$ cat src/rtl/uart_tx_unit.sv
// UART transmitter: start bit, DBITS data bits LSB first, optional parity,
// stop bit of SB_TICK sample ticks. Bit timing from a 16x oversampling tick.
module uart_tx_unit #(
    parameter int DBITS      = 8,
    parameter int SB_TICK    = 16,
    parameter int PARITY_EN  = 0,
    parameter int PARITY_ODD = 0
) (
    input  logic             clk_100MHz,
    input  logic             reset,
    input  logic             sample_tick,
    input  logic             tx_start,
    input  logic [DBITS-1:0] data_in,
    output logic             tx,
    output logic             tx_busy,
    output logic             tx_done
);

    localparam int             BW        = (DBITS > 1) ? $clog2(DBITS) : 1;
    localparam logic [BW-1:0]  LAST_BIT  = BW'(DBITS - 1);
    localparam logic [4:0]     LAST_STOP = 5'(SB_TICK - 1);
    localparam logic [4:0]     LAST_TICK = 5'd15;
    localparam logic           ODD       = (PARITY_ODD != 0);

    typedef enum logic [2:0] {
        IDLE,
        START,
        DATA,
        PARITY,
        STOP
    } state_t;

    state_t           state;
    logic [4:0]       tick_cnt;
    logic [BW-1:0]    bit_cnt;
    logic [DBITS-1:0] shreg;
    logic             par_bit;

    // Frame sequencer; tx/tx_busy/tx_done are all registered here so the
    // line never sees a combinational path from the request side.
    always_ff @(posedge clk_100MHz or posedge reset) begin
        if (reset) begin
            state    <= IDLE;
            tick_cnt <= '0;
            bit_cnt  <= '0;
            shreg    <= '0;
            par_bit  <= 1'b0;
            tx       <= 1'b1;
            tx_busy  <= 1'b0;
            tx_done  <= 1'b0;
        end else begin
            tx_done <= 1'b0;
            case (state)
                IDLE: begin
                    tx <= 1'b1;
                    if (tx_start) begin
                        // Start bit goes out on the accepting edge; its length
                        // is counted from the next sample tick onward.
                        shreg    <= data_in;
                        par_bit  <= (^data_in) ^ ODD;
                        tick_cnt <= '0;
                        state    <= START;
                        tx_busy  <= 1'b1;
                        tx       <= 1'b0;
                    end
                end
                START: begin
                    if (sample_tick) begin
                        if (tick_cnt == LAST_TICK) begin
                            tick_cnt <= '0;
                            bit_cnt  <= '0;
                            state    <= DATA;
                            tx       <= shreg[0];
                        end else begin
                            tick_cnt <= tick_cnt + 5'd1;
                        end
                    end
                end
                DATA: begin
                    if (sample_tick) begin
                        if (tick_cnt == LAST_TICK) begin
                            tick_cnt <= '0;
                            shreg    <= shreg >> 1;
                            if (bit_cnt == LAST_BIT) begin
                                if (PARITY_EN != 0) begin
                                    state <= PARITY;
                                    tx    <= par_bit;
                                end else begin
                                    state <= STOP;
                                    tx    <= 1'b1;
                                end
                            end else begin
                                bit_cnt <= bit_cnt + 1'b1;
                                tx      <= shreg[1];
                            end
                        end else begin
                            tick_cnt <= tick_cnt + 5'd1;
                        end
                    end
                end
                PARITY: begin
                    if (sample_tick) begin
                        if (tick_cnt == LAST_TICK) begin
                            tick_cnt <= '0;
                            state    <= STOP;
                            tx       <= 1'b1;
                        end else begin
                            tick_cnt <= tick_cnt + 5'd1;
                        end
                    end
                end
                STOP: begin
                    tx <= 1'b1;
                    if (sample_tick) begin
                        if (tick_cnt == LAST_STOP) begin
                            // Back in IDLE while tx_done is high, so a new
                            // request in that cycle starts with no idle gap.
                            tick_cnt <= '0;
                            state    <= IDLE;
                            tx_busy  <= 1'b0;
                            tx_done  <= 1'b1;
                        end else begin
                            tick_cnt <= tick_cnt + 5'd1;
                        end
                    end
                end
                default: begin
                    state <= IDLE;
                    tx    <= 1'b1;
                end
            endcase
        end
    end

endmodule
$ cat config.mk
export PLATFORM = sky130hd
export DESIGN_NAME = uart_tx_unit
export DESIGN_NICKNAME = d
export VERILOG_FILES = /design/src/rtl/uart_tx_unit.sv
export SDC_FILE = /design/constraint.sdc
export NUM_CORES = 1
export LEC_CHECK = 0
export ABC_AREA = 0
export BUFFER_PORTS_ARGS = -buffer_cell sky130_fd_sc_hd__buf_4
export CORE_MARGIN = 2
export CORE_UTILIZATION = 35
export DETAILED_ROUTE_END_ITERATION = 7
export SKIP_CTS_REPAIR_TIMING = 1
export SLEW_MARGIN = 20
export SYNTH_ARGS = -nofsm -noshare
export SYNTH_HDL_FRONTEND = slang
export SYNTH_SLANG_ARGS = --single-unit
$ cat constraint.sdc
create_clock -name clk_100MHz -period 1.6 [get_ports clk_100MHz]
set_input_delay 0.16 -clock clk_100MHz [delete_from_list [all_inputs] [get_ports clk_100MHz]]
set_output_delay 0.16 -clock clk_100MHz [all_outputs]
set_load 0.005 [all_outputs]
==> impl_metrics.py <==
metrics = {
    "outcome": {
        "outcome": "finished, final reports clean",
    },
    "placement": {
        "dpl.hpwl_mm": 1.83,
        "gp_congestion": 0.739,
        "io_buffer_count": 14,
        "post-place-ws_ns": 0.00595,
        "dp_cells": 177,
    },
    "synthesis": {
        "synth_area_sq_um": 1180,
        "synth_top_area_cell": "dfrtp_1",
        "synth_cell_type_count": 44,
        "synthTopCellsByCount": "dfrtp_1, nand2_1, o22ai_1",
        "synthArstFlopShare": 1.00,
        "synth_top_cells_by_area": "dfrtp_1, o21ba_1, o22ai_1",
        "avgSynthCellArea_sq_um": 10.9,
        "yosysMostFrequentCell": "dfrtp_1",
        "synth_edf_count": 0,
        "ys_ff_latch": 22,
        "ys_warn_count": 0,
        "syn-num-nets": 123,
        "synth-main-ff-cell": "dfrtp_1",
        "synth_cells": 108,
        "netlist.area_leader.share": 0.446,
        "synth-seq-area-share": 0.469,
    },
    "timing": {
        "relSlewSlack": 0.673,
        "tns_ns": 0,
        "worst-slew-pin-transition_ns": 0.490,
        "skew_ns": 0.0200,
        "rsz0062_at_grt": "yes",
        "setup_viol": 0,
        "fin_crit_sh": 0.991,
        "holdWs_ns": 0.0904,
        "fmax_mhz": 630,
        "hold_viol": 0,
        "worst_slack_ns": 0.0140,
        "layout_min_cycle_time_ns": 1.59,
        "slew_violations": 0,
    },
    "layout": {
        "utilization": 0.471,
        "finalNonFillerCells": 188,
        "multiInputGateArea_sq_um": 623,
        "fin_nets": 158,
        "seq_area_sq_um": 554,
        "n_antenna_cell": 0,
        "layout-drive-gt1-share": 0.394,
        "syn2layout_area_growth_pct": 31.5,
        "fillers": 313,
    },
    "global_routing": {
        "grt_util_met1": 0.198,
        "grt_antenna_before_repair": 0,
        "grt_pass1_wl_mm": 3.72,
        "grt_pass1_vias": 788,
        "busiest_layer": "met1",
        "use_met3": 0.0393,
        "grt.total_usage": 0.136,
        "grt-ovfl-total": 0,
        "grt_max_degree": 13,
        "grt_util_met2": 0.192,
    },
    "clock_tree": {
        "cts_tree": "built",
        "clkLatencyLatePin_ns": 0.33,
        "cts_buffer_depth": 2,
        "cts.sinks": 22,
        "clk_pin_slew_ns": 0.14,
        "h-tree-depth": 1,
        "root_buffer": "clkbuf_4",
        "numCtsBuffers": 3,
    },
    "power_and_ir_drop": {
        "peakVddDrop_uv": 788,
        "p_per_area_nw_per_um2": 1400,
        "p_leak_nw": 0.677,
    },
    "worst_setup_path": {
        "path_max_fanout": 7,
        "cp_num_buf_inv": 0,
        "worst_setup_path_start_kind": "register",
        "critPathMaxStageDelay_ns": 0.47,
        "crit_family": "flip-flops",
        "cp.arrival_ns": 1.82,
        "worstPathRequired_ns": 1.83,
        "critical_path_class": "register to register",
        "endpoint_kind": "register",
        "critPathSlowestCell": "dfrtp_2",
        "path_cells": "or2_4, a211oi_4, nor3_2, mux2_2",
    },
    "drt": {
        "drc": 0,
        "via_count": 942,
        "ant_nets": 0,
        "wl_per_cell_microns": 14.0,
        "first_iter_violations": 67,
        "wl_mm": 2.64,
        "viasPerCell": 5.01,
        "drt-pass1-iter-count": 4,
    },
    "floorplanning": {
        "fp.dieW_microns": 62,
        "rows": 21,
        "start_util": 0.358,
        "die_h_microns": 62,
        "core_sq_um": 3280,
        "io_pins": 15,
        "die-area_sq_um": 3840,
    },
    "min_path": {
        "hp-class": "primary input to register",
    },
    "flow_run": {
        "cap_viol_max_count": 0,
    },
}
[report_power, final]
part	internal (W)	switching (W)	total, W
Clock	0.000139	0.000186	0.000326
Sequential	0.000760	0.000154	0.000914
Combinational	0.000508	0.000423	0.000931
Total	0.00141	0.000763	0.00217
[metrics by stage]
| step | cell area [sq um] | total power (W) |
|---|---|---|
| 2_1_floorplan | 1180 | 0.00149 |
| 3_3_place_gp | 1410 | 0.00172 |
| 3_5_place_dp | 1410 | 0.00175 |
| 4_1_cts | 1450 | 0.00207 |
| 5_1_grt | 1550 | 0.00232 |
| 6_report | 1550 | 0.00217 |
[per-layer routing]
metal / routed length, microns / up-vias
met5: 0 / -
li1: - / 478
met3: 75 / 4
met4: 31 / 0
met2: 1250 / 11
met1: 1280 / 449
[sequential cells by signal (all words and copies together) (netlist names)]
signal    flops
state         3
tick_cnt      5
tx_done       1
bit_cnt       3
tx            1
tx_busy       1
shreg         8
[layout by cell type, fill, tap and decap left out, drive strengths merged, types with 2 or more instances in the layout]
cell / Yosys / layout
buf: 4 / 32
dfrtp: 21 / 21
nand2: 9 / 9
o22ai: 8 / 8
o21ba: 7 / 7
o21ai: 5 / 5
nand3: 5 / 5
nor2: 4 / 4
a21oi: 4 / 4
clkbuf: 0 / 4
inv: 4 / 4
a22oi: 3 / 3
ha: 3 / 3
nor3: 3 / 3
a31oi: 2 / 2
nor3b: 2 / 2
nor4b: 2 / 2
xnor2: 2 / 2
[final timing paths]
| path | end | slack, ns | from | cells after the start |
|---|---|---|---|---|
| hold reg to reg | tx_busy | 0.51 | tx_busy | 2 |
| max in group asynchronous | shreg[3] | 0.66 | reset | 4 |
| setup reg to reg | tick_cnt[0] | 0.01 | state[0] | 4 |
| hold / removal | shreg[7] | 0.09 | sample_tick | 2 |
| min in group asynchronous | tick_cnt[1] | 0.39 | reset | 3 |
| setup / recovery | tick_cnt[0] | 0.01 | state[0] | 4 |
[cell families after synthesis]
kind of cell,count (synthesis),synth area share
adder cells (fa/ha/maj),3,0.0319
AO/OA/AOI/OAI,36,0.228
multiplexers,2,0.0181
flip-flops,22,0.469
buffers and inverters,8,0.0351
XOR/XNOR,2,0.0213
AND/OR/NAND/NOR,35,0.197
[layout make-up]
cell class	instances	share of cell area
clock buffer	4	0.0234
tap	46	0.0372
sequential	22	0.358
multi-input combinational	78	0.403
timing repair inverter	1	0.00485
inverter	4	0.00970
timing repair buffer	33	0.164
[worst reg2reg max path, delay by kind of cell (launching register included)]
kind,cells,cell delay [ns]
AO/OA/AOI/OAI,1,0.39
flip-flops,1,0.47
multiplexers,1,0.27
AND/OR/NAND/NOR,2,0.37
Power figures use the tool's default switching activity.
